## src/rtl/wb_arbiter_rv32i_pkg.sv

```systemverilog
// Shared widths, source encoding and helpers for the write-back arbiter.
// Source codes double as grant-vector bit positions.
package wb_arbiter_rv32i_pkg;

  localparam int XLEN       = 32;
  localparam int REG_ADDR_W = 5;
  localparam int WR_CNT_W   = 16;

  typedef enum logic {
    SRC_ALU = 1'b0,
    SRC_MEM = 1'b1
  } src_e;

  typedef struct packed {
    logic                  we;
    logic [REG_ADDR_W-1:0] addr;
    logic [XLEN-1:0]       data;
  } wb_out_t;

  // True when a pending or in-flight write targets the decode read address.
  function automatic logic addr_hit(input logic [REG_ADDR_W-1:0] rs,
                                    input logic                  pending,
                                    input logic [REG_ADDR_W-1:0] rd);
    return pending && (rd == rs);
  endfunction

endpackage

```

## src/rtl/wb_arbiter_rv32i_rr_arbiter2.sv

```systemverilog
// Two-requester round-robin arbiter with a registered last-grant pointer.
// gnt is combinational; nothing is granted while reset is high.
module rr_arbiter2
  import wb_arbiter_rv32i_pkg::*;
(
  input  logic       clock,
  input  logic       reset,
  input  logic [1:0] req,
  output logic [1:0] gnt
);

  src_e last_grant;

  always_comb begin
    gnt = 2'b00;
    if (!reset) begin
      if (req == 2'b11) begin
        // On conflict the source that did not win last time goes first.
        gnt = (last_grant == SRC_ALU) ? 2'b10 : 2'b01;
      end else begin
        gnt = req;
      end
    end
  end

  always_ff @(posedge clock) begin
    if (reset) begin
      last_grant <= SRC_ALU;
    end else if (gnt[SRC_MEM]) begin
      last_grant <= SRC_MEM;
    end else if (gnt[SRC_ALU]) begin
      last_grant <= SRC_ALU;
    end
  end

endmodule

```

## src/rtl/wb_arbiter_rv32i.sv

```systemverilog
// Merges ALU and load-unit write-backs onto one register-file write port,
// with a one-cycle registered output stage and decode hazard flags.
module wb_arbiter_rv32i
  import wb_arbiter_rv32i_pkg::*;
(
  input  logic                  clock,
  input  logic                  reset,
  input  logic                  alu_valid,
  output logic                  alu_ready,
  input  logic [REG_ADDR_W-1:0] alu_rd,
  input  logic [XLEN-1:0]       alu_data,
  input  logic                  mem_valid,
  output logic                  mem_ready,
  input  logic [REG_ADDR_W-1:0] mem_rd,
  input  logic [XLEN-1:0]       mem_data,
  output logic                  cu_rdwrite,
  output logic [REG_ADDR_W-1:0] rd_addr,
  output logic [XLEN-1:0]       rd_in,
  input  logic [REG_ADDR_W-1:0] rs1_addr,
  input  logic [REG_ADDR_W-1:0] rs2_addr,
  output logic                  rs1_busy,
  output logic                  rs2_busy,
  output logic [WR_CNT_W-1:0]   alu_wr_count,
  output logic [WR_CNT_W-1:0]   mem_wr_count
);

  // Handshake: a source presents valid with stable rd/data; the transfer
  // happens at the posedge where valid && ready. ready depends only on the
  // arbitration decision, because the output stage never stalls.
  logic [1:0] gnt;
  wb_out_t    out_q;

  rr_arbiter2 u_rr (
    .clock (clock),
    .reset (reset),
    .req   ({mem_valid, alu_valid}),
    .gnt   (gnt)
  );

  assign alu_ready = gnt[SRC_ALU];
  assign mem_ready = gnt[SRC_MEM];

  always_ff @(posedge clock) begin
    if (reset) begin
      out_q        <= '0;
      alu_wr_count <= '0;
      mem_wr_count <= '0;
    end else begin
      out_q <= '0;
      // Writes to x0 are accepted but never reach the register file.
      if (gnt[SRC_ALU]) begin
        if (alu_rd != '0) begin
          out_q        <= '{we: 1'b1, addr: alu_rd, data: alu_data};
          alu_wr_count <= alu_wr_count + WR_CNT_W'(1);
        end
      end else if (gnt[SRC_MEM]) begin
        if (mem_rd != '0) begin
          out_q        <= '{we: 1'b1, addr: mem_rd, data: mem_data};
          mem_wr_count <= mem_wr_count + WR_CNT_W'(1);
        end
      end
    end
  end

  assign cu_rdwrite = out_q.we;
  assign rd_addr    = out_q.addr;
  assign rd_in      = out_q.data;

  assign rs1_busy = (rs1_addr != '0) &&
                    (addr_hit(rs1_addr, cu_rdwrite, rd_addr) ||
                     addr_hit(rs1_addr, alu_valid, alu_rd)   ||
                     addr_hit(rs1_addr, mem_valid, mem_rd));

  assign rs2_busy = (rs2_addr != '0) &&
                    (addr_hit(rs2_addr, cu_rdwrite, rd_addr) ||
                     addr_hit(rs2_addr, alu_valid, alu_rd)   ||
                     addr_hit(rs2_addr, mem_valid, mem_rd));

endmodule

```

## config.mk

```make
export PLATFORM = sky130hd
export DESIGN_NAME = wb_arbiter_rv32i
export DESIGN_NICKNAME = d
export VERILOG_FILES = /design/src/rtl/wb_arbiter_rv32i_pkg.sv /design/src/rtl/wb_arbiter_rv32i_rr_arbiter2.sv /design/src/rtl/wb_arbiter_rv32i.sv
export SDC_FILE = /design/constraint.sdc
export NUM_CORES = 1
export LEC_CHECK = 0
export ABC_AREA = 1
export BUFFER_PORTS_ARGS = -buffer_cell sky130_fd_sc_hd__buf_2
export CORE_UTILIZATION = 52
export CTS_BUF_LIST = sky130_fd_sc_hd__clkbuf_8
export DETAILED_ROUTE_END_ITERATION = 8
export HOLD_SLACK_MARGIN = 0.12
export PLACE_DENSITY = 0.92
export SYNTH_ARGS = -nofsm -noshare
export SYNTH_HDL_FRONTEND = slang
export SYNTH_SLANG_ARGS = --single-unit
```

## constraint.sdc

```tcl
create_clock -name clock -period 2.6 [get_ports clock]
set_input_delay 0.39 -clock clock [delete_from_list [all_inputs] [get_ports clock]]
set_output_delay 0.39 -clock clock [all_outputs]
set_load 0.01 [all_outputs]
```

# == After elaboration in Yosys (flattened, before gate mapping) ==
# Cells that the tools add are included.
# word_totals
inputBits,88
output_inout_bits,74
regBits,71
elab_cells,44
# op_classes
add_sub_neg,2
eq_ne,7
bitwise,1
mux,9
reduce_logical,19
# op_table
op,count
2-to-1 mux 38 bit,4
"adder 16 x 1 -> 16 bit, second input constant",2
equality test 5 bit,6
nonzero test 5 bit,4
logical AND 1 bit,8
2-to-1 mux 2 bit,3
logical OR 1 bit,4
AND reduction 3 bit,1
"equality test 2 bit, second input constant",1
2-to-1 mux 1 bit,2
AND reduction 2 bit,1
nonzero test 2 bit,1
inverter 1 bit,1

# == Longest topological paths before layout ==
# Gate-level depths: netlist of run 1.
# depth
depth_word,5
depth_mapped,10
depth_no_buf,9

# == Cells and area by module ==
# Synthesis of run 1 repeated with hierarchy kept, for this count alone.
# unflattened
hier_cells,563
hier_area_um2,3666.0
# modules_own_cells
mod,area_each_um2,cells_per_inst,instances
wb_arbiter_rv32i,3598.5,550,1
rr_arbiter2,67.6,13,1

# == Worst setup path before layout of run 1 ==
# OpenSTA, ideal clock, no wires.
# synth_timing
path_type,reg2reg
start,register alu_wr_count[1]
end,register alu_wr_count[10]
stages_incl_launch_ff,9
path_slack_ns,1.167
t_required_ns,2.485
arrival_time_ns,1.318
setup_time_ns,0.115
n_path_buf,0
path_cell_list,dfxtp_1 ha_1 nand2_1 nor2_1 nand2_1 nor2_2 nand3_1 nand2_1 nor2_1
# synth_via
elab_chain_cells,1
# synth_lines
element,line,rtl
start: declaration,wb_arbiter_rv32i.sv:23,"output logic [WR_CNT_W-1:0] alu_wr_count,"
start signal: assignment,wb_arbiter_rv32i.sv:54,alu_wr_count <= alu_wr_count + WR_CNT_W'(1);
adder 16 x 1 -> 16 bit,wb_arbiter_rv32i.sv:54,
# Every way passes these cells.
# A chain may end at the register's enable or synchronous reset.

# == Final worst setup path of run 1 ==
# layout_timing
start,"register out_q, in the netlist rd_addr[1]"
end,output rs1_busy
# layout_via
elab_chain_cells,5
# layout_lines
element,line,rtl
start: declaration,wb_arbiter_rv32i.sv:31,wb_out_t out_q;
start signal: assignment,wb_arbiter_rv32i.sv:53,"out_q <= '{we: 1'b1, addr: alu_rd, data: alu_data};"
start signal: assignment,wb_arbiter_rv32i.sv:58,"out_q <= '{we: 1'b1, addr: mem_rd, data: mem_data};"
equality test 5 bit,wb_arbiter_rv32i_pkg.sv:24,return pending && (rd == rs);
logical AND 1 bit,wb_arbiter_rv32i_pkg.sv:24,
logical OR 1 bit,wb_arbiter_rv32i.sv:70,"(addr_hit(rs1_addr, cu_rdwrite, rd_addr) ||"
logical OR 1 bit,wb_arbiter_rv32i.sv:71,"addr_hit(rs1_addr, alu_valid, alu_rd) ||"
logical AND 1 bit,wb_arbiter_rv32i.sv:69,assign rs1_busy = (rs1_addr != '0) &&
end: declaration,wb_arbiter_rv32i.sv:21,"output logic rs1_busy,"
# Every way passes these cells.

==> results of run 1 <==
==> cell usage after synthesis <==
library cell | instances | area [µm²]
nand2_1 | 154 | 578
nor2_1 | 85 | 319
dfxtp_1 | 71 | 1420
inv_1 | 56 | 210
nand3_1 | 39 | 195
a22o_1 | 32 | 280
a21oi_1 | 16 | 80.1
o21ai_0 | 16 | 80.1
buf_2 | 6 | 30.0
o22ai_1 | 5 | 31.3
buf_6 | 4 | 45.0
inv_2 | 4 | 15.0
nor3_1 | 3 | 15.0
o21bai_1 | 3 | 22.5
clkbuf_1 | 2 | 7.51
ha_1 | 2 | 25.0
nand2_2 | 2 | 12.5
nand4_1 | 2 | 12.5
nor2_2 | 2 | 12.5
nor2_4 | 2 | 22.5
a211oi_1 | 1 | 7.51
buf_1 | 1 | 3.75
clkinv_1 | 1 | 3.75
nand2_4 | 1 | 11.3
nor2_8 | 1 | 20.0
o21ai_1 | 1 | 5.00
==> worst max-delay path, stage by stage (launching register included) <==
cell and delay, ns:
dfxtp_1 0.38, inv_1 0.08, nand2_1 0.06, nand2_1 0.05, nor2_1 0.11, nand3_1 0.09
nand3_1 0.08, nand2_1 0.05, inv_1 0.04, buf_2 0.12
==> stage by stage <==
stage | power, mW | instances | utilization, % | area (µm²)
finish | 2.50 | 755 | 70.9 | 4530
floorplan | 1.37 | 512 | - | 3470
global route | 2.62 | 755 | 70.9 | 4530
global placement | 1.51 | 739 | 67.3 | 4300
CTS | 2.52 | 755 | 70.9 | 4530
detailed placement | 1.52 | 739 | 67.3 | 4300
==> final cells by class <==
cell class / count / area share [%]
Inverter: 61 / 5.06
Tap cell: 77 / 2.13
Sequential cell: 71 / 31.4
Clock inverter: 7 / 2.29
Clock buffer: 9 / 2.74
Timing Repair Buffer: 163 / 18.1
Multi-Input combinational cell: 367 / 38.2
==> kinds of logic (layout without fill, tap and decap cells) <==
kind of cell | Yosys count | after routing | share of synthesized area, %
AOI/OAI and AO/OA | 74 | 74 | 14.6
adders and majority gates | 2 | 2 | 0.722
buffers and inverters | 74 | 240 | 9.09
DFF | 71 | 71 | 41.0
and+or+nand+nor | 291 | 291 | 34.6
==> placed cells by master, fill, tap and decap left out, types with 2 or more instances in the layout <==
cell        count
buf_2         161
buf_4           2
clkbuf_8        9
inv_2           4
nand3_1        39
dfxtp_1        71
nand2_2         2
nor3_1          3
ha_1            2
o22ai_1         5
inv_1          56
bufinv_16       2
nor2_1         85
a22o_1         32
nand2_1       154
nand4_1         2
nor2_2          2
clkinvlp_4      2
o21bai_1        3
nor2_4          2
a21oi_1        16
o21ai_0        16
==> registers in the layout (all words and copies together) (netlist names) <==
register / count
alu_wr_count: 16
mem_wr_count: 16
cu_rdwrite: 1
rd_in: 32
u_rr.last_grant: 1
rd_addr: 5
==> power by group <==
part | leakage, nW | total, mW | internal (mW) | switching (mW)
logic | 1.67 | 0.344 | 0.148 | 0.195
registers | 0.581 | 1.16 | 1.13 | 0.0217
clock network | 0.108 | 1.00 | 0.552 | 0.453
total | 2.36 | 2.50 | 1.83 | 0.670
==> path summary, 6_finish.rpt <==
kind / from / end
max: rd_addr[1] / rs1_busy
min: alu_data[10] / rd_in[10]
max reg2reg: u_rr.last_grant / rd_in[15]
min reg2reg: mem_wr_count[3] / mem_wr_count[3]
==> routing by layer <==
layer | wire length (µm) | GRT usage, % | share of wire, %
met1 | 4150 | 36.6 | 42
met2 | 4890 | 49.2 | 49
met3 | 759 | 6.13 | 7.6
met4 | 151 | 9.09 | 1.5
met5 | 0 | 0 | 0
==> impl_metrics.toml, run 1 <==
[clocking]
cts_buffer_depth = 2
post-cts-setup-buffers = 0
hold_buffers = 0
ctsHtreeMaxLevel = 3
cts_resized = 0
cts_sinks = 71
clk_pin_slew_ns = 0.09
cts_tree = "done"
cts-root-buf = "clkbuf_8"
insertion_delay_ns = 0.34
cts_buffers = 9

[sta]
setup_viol = 0
rsz0062_at_grt = "false"
whs_ns = 0.246
timing.setup.tns_ns = 0
fin_crit_ns = 1.81
worst_pin_slew_ns = 0.632
relSlewSlack_pct = 57.8
slew_viol_final = 0
hold_viol_final = 0
worst_slack_ns = 0.792
finClkSkew_ns = 0.00752
timing.fmax_mhz = 553
fin_crit_sh_pct = 69.6

[finish]
n_antenna_cell = 0
drive_gt1_share_pct = 28.2
final_nets = 763
seqCellArea_mm2 = 0.00142
multi_input_area_mm2 = 0.00173
nFillCells = 562
synthToLayoutAreaGrowth_pct = 30.5

[drt]
firstDrtPassIters = 5
routed_wl_um = 9950
drtAntennaViolNets = 0
drtIter0Drc = 230
post-route-drc-count = 0
viasPerCell = 5.16
wl_per_cell_um = 13.2
num_vias = 3896

[floorplan]
io_pins = 162
initial_core_util_pct = 54.3
die_h_um = 83.7
num_rows = 29
dieArea_mm2 = 0.00700
die_w_um = 83.7
core_mm2 = 0.00639

[worst_setup_path]
r2r_cells = 7
worst_setup_path_end_kind = "output port"
crit_type = "flip-flop to output port"
start_kind = "flip-flop"
crit_required_ns = 2.21
regToRegSetupSlack_ns = 0.86
cp.arrival_ns = 1.42
path_max_fanout = 4

[global_routing]
grt_max_degree = 40
grt.total_usage_pct = 28.9
antenna_found_initial = 0
globalRouteOverflowTotal = 0
grt_pass1_vias = 3665
grt_first_pass_wirelength_um = 16600

[power]
ir_worst_vdd_mv = 0.503
p_leak_nw = 2.36
power_density_mw_per_mm2 = 553

[placement]
port_buffers = 161
hpwl_um = 7700
dp_slack_ns = 0.559
place_congestion = 0.948

[hold_path]
hold_path_depth = 2
hold_path_class = "input port to flip-flop"

[synth]
yosys_warnings = 0
synth_nets = 602
netlist_instances = 512
avgSynthCellArea_um2 = 6.77
ys_seq_elements = 71
ys_types = 26
synth.yosys.seq_area_share_pct = 41.0
synth_area_mm2 = 0.00347

[job]
maxCapViolations = 0

[outcome]
status = "completed"
(Power assumes the default switching activity.)
==> run 2, diff against run 1 <==
--- a/config.mk
+++ b/config.mk
@@ -5,13 +5,13 @@
 export SDC_FILE = /design/constraint.sdc
 export NUM_CORES = 1
 export LEC_CHECK = 0
-export ABC_AREA = 1
+export ABC_AREA = 0
 export BUFFER_PORTS_ARGS = -buffer_cell sky130_fd_sc_hd__buf_2
-export CORE_UTILIZATION = 52
+export CORE_UTILIZATION = 42
 export CTS_BUF_LIST = sky130_fd_sc_hd__clkbuf_8
 export DETAILED_ROUTE_END_ITERATION = 8
 export HOLD_SLACK_MARGIN = 0.12
-export PLACE_DENSITY = 0.92
+export PLACE_DENSITY = 0.82
 export SYNTH_ARGS = -nofsm -noshare
 export SYNTH_HDL_FRONTEND = slang
 export SYNTH_SLANG_ARGS = --single-unit
==> constraint.sdc (replaced) <==
create_clock -name clock -period 1.53 [get_ports clock]
set_input_delay 0.2295 -clock clock [delete_from_list [all_inputs] [get_ports clock]]
set_output_delay 0.2295 -clock clock [all_outputs]
set_load 0.01 [all_outputs]
==> run 2 against run 1 <==
  * The run now ends with setup timing left
  * Non-clock buffer count increased by 105
  * Die area grew 11%
  * Clock power up 70%
  * Critical path depth is 4 lower
  * Critical path type unchanged
  * Highest routed layer unchanged
==> impl_metrics.toml, run 2 <==
[global_routing]
antenna_found_initial = 0
grt_max_degree = 37
globalRouteOverflowTotal = 0
grt_pass1_vias = 3419
grt.total_usage_pct = 26.7
grt_first_pass_wirelength_um = 16000

[clocking]
insertion_delay_ns = 0.35
cts_buffer_depth = 2
ctsHtreeMaxLevel = 3
cts-root-buf = "clkbuf_8"
cts_sinks = 71
cts_buffers = 9
clk_pin_slew_ns = 0.09
cts_tree = "done"

[worst_setup_path]
crit_type = "flip-flop to output port"
start_kind = "flip-flop"
worst_setup_path_end_kind = "output port"
r2r_cells = 7
reg2reg_from = "u_rr.last_grant"
critPathLaunch = "rd_addr[3]"
path_max_fanout = 3
cp.arrival_ns = 1.51
crit_required_ns = 1.30

[synth]
synth_nets = 408
avgSynthCellArea_um2 = 9.82
synth.yosys.seq_area_share_pct = 45.5
synthAdderAreaFrac_pct = 0.801
synthMuxAreaShare_pct = 1.00
async_flop_share_pct = 0
synth-compound-area-share_pct = 14.5
ys_seq_elements = 71
yosys_warnings = 0
synth_top_area_share_pct = 45.5
synth_top_family_by_area = "simple AND/OR/NAND/NOR gates"
yosys.area_share.simple_pct = 20.9
synth.most_common_cell = "dfxtp_1"
synth_xor_area_share_pct = 13.7
synth_area_mm2 = 0.00312
ys_top_cells_by_count = "71 x dfxtp_1, 37 x a22o_1, 30 x xor2_1"
synth_flop_cell = "dfxtp_1"
synth_top_cell_by_area = "dfxtp_1"
synth_area_leaders = "dfxtp_1 45%, a22o_1 10%, xor2_1 8.4%, xnor2_1 5.3%, nor2_1 2.8%"
synth_edf_count = 0
netlist_instances = 318
ys_types = 40

[placement]
hpwl_um = 6520
port_buffers = 161
place_inst = 596
placed_area_mm2 = 0.00424
place_congestion = 0.931
dp_slack_ns = -0.210

[hold_path]
hold_start = "mem_data[7]"
hold_path_class = "input port to flip-flop"
hold_path_depth = 2

[floorplan]
initial_core_util_pct = 43.3
core_mm2 = 0.00721
num_rows = 31
die_h_um = 88.2
dieArea_mm2 = 0.00779
die_w_um = 88.2
io_pins = 162

[drt]
firstDrtPassIters = 4
drtAntennaViolNets = 0
viasPerCell = 5.27
route.met3.wl_um = 649
routed_wl_um = 11400
num_vias = 3613
met2_length_um = 5890
wl_per_cell_um = 16.7
highest_layer = "met4"
post-route-drc-count = 0
drtIter0Drc = 170
met1Wirelength_um = 4470

[power]
p_leak_nw = 2.48
fin_total_pwr_mw = 4.43
power_density_mw_per_mm2 = 819
ir_worst_vdd_mv = 0.591

[sta]
whs_ns = 0.109
fin_crit_sh_pct = 114
relSlewSlack_pct = 69.8
fin_crit_ns = 1.74
rsz0062_at_grt = "true"
timing.fmax_mhz = 574
hold_viol_final = 0
worst_pin_slew_ns = 0.451
setup_viol = 6
slew_viol_final = 0
finClkSkew_ns = 0.0147
worst_slack_ns = -0.213

[finish]
synthToLayoutAreaGrowth_pct = 72.9
fin_area_mm2 = 0.00540
final_nets = 671
drive_gt1_share_pct = 45.7
final_common_cell = "buf_2"
final_cell_mix = "159 x buf_2, 60 x dlygate4sd3_1, 59 x dfxtp_1"
largest_reg_flops = 32
stdcell_count = 685
n_antenna_cell = 0

[outcome]
violations = "setup timing"
status = "finished with violations"

[job]
maxCapViolations = 0
run 2: changes by cell type after synthesis, moves of 6 or more:
cell,delta
nor4_1,+12
nand2b_1,+6
nand3_1,-25
xor2_1,+30
or3_1,+6
nand4_1,+10
nor2_1,-62
a21oi_1,-6
o21ai_0,-7
and3_1,+6
inv_1,-54
xnor2_1,+19
nand2_1,-145
run 2: cell families after synthesis:
group	count (synthesis)
adders and majority gates	2
muxes	3
buffers and inverters	19
and+or+nand+nor	113
DFF	71
xor gates and xnor gates	49
AOI/OAI and AO/OA	61
run 2: what timing repair did:
action	4_1_cts	5_1_grt
endpoints found under the hold margin	32	0
resized for setup	24	30
buffers inserted	5	7
setup endpoints to repair	47	61
hold buffers	60	0
pin swaps	19	24
cloned	0	2
run 2: through the flow:
step / TNS [ns] / util [%]
after floorplan: -0.00956 / -
after global placement: -4.27 / 58.7
after detailed placement: -5.83 / 58.7
after CTS: -0.952 / 72.0
after global routing: -1.32 / 74.9
final: -0.603 / 74.9
run 2: worst max-delay path, cell delays in order, from the launching register on:
cell and delay (ns):
dfxtp_2 0.35, xor2_1 0.14, nor4_1 0.28, nand3_1 0.11
a21oi_1 0.15, buf_2 0.15
run 2: worst paths after layout:
kind | endpoint | slack [ns]
setup / recovery | rs1_busy | -0.21
hold / removal | rd_in[7] | 0.11
setup reg to reg | mem_wr_count[12] | -0.09
hold reg to reg | alu_wr_count[5] | 0.46
run 2: area by class of cell:
| type | count | area, µm² |
|---|---|---|
| fillers | 534 | 1810 |
| inverters | 2 | 11.3 |
| repair buffers | 268 | 1830 |
| multi-input cells | 229 | 1780 |
| well taps | 99 | 124 |
| flip-flops and latches | 71 | 1440 |
| clock inverters | 7 | 96.3 |
| clock buffers | 9 | 124 |
run 2: report_power, final:
part           switching (mW)  internal [mW]
clock                   0.779          0.921
sequential             0.0384           1.93
combinational           0.341          0.418
total                    1.16           3.27
run 2: routing by layer:
layer / vias up / GRT usage (%)
li1: 1682 / -
met1: 1732 / 31.1
met2: 156 / 45.9
met3: 43 / 5.32
met4: 0 / 14.8
met5: - / 0
==> run 3, diff against run 2 <==
--- a/config.mk
+++ b/config.mk
@@ -7,11 +7,12 @@
 export LEC_CHECK = 0
 export ABC_AREA = 0
 export BUFFER_PORTS_ARGS = -buffer_cell sky130_fd_sc_hd__buf_2
+export CAP_MARGIN = 15
 export CORE_UTILIZATION = 42
 export CTS_BUF_LIST = sky130_fd_sc_hd__clkbuf_8
 export DETAILED_ROUTE_END_ITERATION = 8
 export HOLD_SLACK_MARGIN = 0.12
-export PLACE_DENSITY = 0.82
+export PLACE_DENSITY = 0.78
 export SYNTH_ARGS = -nofsm -noshare
 export SYNTH_HDL_FRONTEND = slang
 export SYNTH_SLANG_ARGS = --single-unit
==> run 3 against run 2 <==
  * The flow still finishes with violations (setup timing)
  * Hold slack better by 0.052 ns
  * Sequential power about the same
  * Non-clock buffer count is 10 higher
  * Worst setup slack better by 0.026 ns
  * Die area unchanged
  * Core utilization is 1.3 points higher
  * Sequential share of layout area fell by 0.43 points
  * Wire length is 1.8% higher
  * Register-to-register slack better by 0.07 ns
  * Largest cell class unchanged
  * Largest power group unchanged
  * Highest routed layer unchanged
==> impl_metrics.toml, run 3 (synthesized netlist as in run 2, its figures left out) <==
[drt]
num_vias = 3652
route.met3.wl_um = 682
viasPerCell = 5.25
met1Wirelength_um = 4540
routed_wl_um = 11600
drtIter0Drc = 266
met2_length_um = 6090
firstDrtPassIters = 4
post-route-drc-count = 0
drtAntennaViolNets = 0
wl_per_cell_um = 16.7
highest_layer = "met4"

[clocking]
ctsHtreeMaxLevel = 3
cts_sinks = 71
cts_buffer_depth = 2
cts-root-buf = "clkbuf_8"
cts_buffers = 9
cts_tree = "done"
clk_pin_slew_ns = 0.08
insertion_delay_ns = 0.35

[finish]
synthToLayoutAreaGrowth_pct = 75.9
n_antenna_cell = 0
drive_gt1_share_pct = 46.1
nFillCells = 503
largest_reg_flops = 32
final_common_cell = "buf_2"
final_nets = 681
stdcell_count = 695
final_cell_mix = "159 x buf_2, 64 x dlygate4sd3_1, 58 x dfxtp_1"

[sta]
rsz0062_at_grt = "true"
finClkSkew_ns = 0.0135
slew_viol_final = 0
timing.fmax_mhz = 583
setup_viol = 5
fin_crit_sh_pct = 112
fin_crit_ns = 1.72
hold_viol_final = 0
relSlewSlack_pct = 77.6
worst_pin_slew_ns = 0.333
worst_slack_ns = -0.186

[placement]
dp_slack_ns = -0.264
place_congestion = 0.931
port_buffers = 161
place_inst = 596
hpwl_um = 6520

[worst_setup_path]
crit_type = "flip-flop to output port"
crit_required_ns = 1.30
start_kind = "flip-flop"
cp_slowest_stage_delay_ns = 0.34
crit_chain = "xor2_1, nor4_1, nand3_1, a21oi_2, buf_2"
path_max_fanout = 3
cpMaxStageDelayCell = "dfxtp_2"
cp.arrival_ns = 1.49
worst_setup_path_end_kind = "output port"

[floorplan]
initial_core_util_pct = 43.3
io_pins = 162
dieArea_mm2 = 0.00779
die_w_um = 88.2
die_h_um = 88.2
core_mm2 = 0.00721
num_rows = 31

[outcome]
status = "finished with violations"
violations = "setup timing"

[global_routing]
grt_max_degree = 36
globalRouteOverflowTotal = 0
grt_pass1_vias = 3419
antenna_found_initial = 0
grt_first_pass_wirelength_um = 16000
grt.total_usage_pct = 27.2

[power]
p_leak_nw = 2.52
power_density_mw_per_mm2 = 785
fin_total_pwr_mw = 4.31
ir_worst_vdd_mv = 0.823

[hold_path]
hold_path_class = "input port to flip-flop"

[job]
maxCapViolations = 0
run 3: repair_timing:
| action | in CTS | in global routing |
|---|---|---|
| hold endpoints to repair | 32 | 1 |
| resized for setup | 19 | 36 |
| pin swaps | 12 | 30 |
| endpoints found under the setup margin | 46 | 32 |
| gates cloned | 1 | 1 |
| hold buffers | 63 | 1 |
| setup buffers | 10 | 8 |
run 3: final timing paths:
path                    from               end  slack (ns)  depth (start not counted)
max               rd_addr[3]          rs1_busy       -0.19                          5
max reg2reg  mem_wr_count[6]  mem_wr_count[15]       -0.02                          5
min                alu_rd[2]        rd_addr[2]        0.16                          2
min reg2reg  alu_wr_count[5]   alu_wr_count[5]        0.46                          1
run 3: power breakdown:
part	switching, mW	leakage, nW	internal (mW)	total (mW)
combinational	0.344	1.83	0.440	0.784
sequential	0.0401	0.587	1.93	1.97
clock	0.757	0.0989	0.803	1.56
run 3: critical path, delay by kind of cell, from the launching register on:
family                 cells  cell delay (ns)
XOR/XNOR                   1             0.14
AND/OR/NAND/NOR            2             0.39
buffers and inverters      1             0.13
flip-flops                 1             0.34
AO/OA/AOI/OAI              1             0.13
run 3: cell type report:
cell class	instances	area, µm²	area share, %
Clock buffer	10	138	2.51
Clock inverter	6	67.6	1.23
Inverter	2	11.3	0.205
Multi-Input combinational cell	229	1770	32.3
Sequential cell	71	1440	26.2
Tap cell	99	124	2.25
Timing Repair Buffer	278	1940	35.4
run 3: routing by layer:
layer / up-vias / GRT usage, %
li1: 1704 / -
met1: 1751 / 30.1
met2: 163 / 47.6
met3: 34 / 8.30
met4: 0 / 13.2
met5: - / 0
run 3: through the flow:
| stage | TNS [ns] | cell area [µm²] | hold slack [ns] | utilization [%] |
|---|---|---|---|---|
| floorplan | -0.00956 | 3130 | 0.355 | - |
| global placement | -3.66 | 4250 | 0.439 | 58.9 |
| detailed placement | -4.99 | 4250 | 0.441 | 58.9 |
| CTS | -0.468 | 5240 | 0.122 | 72.6 |
| global route | -0.940 | 5490 | 0.166 | 76.2 |
| finish | -0.430 | 5490 | 0.161 | 76.2 |
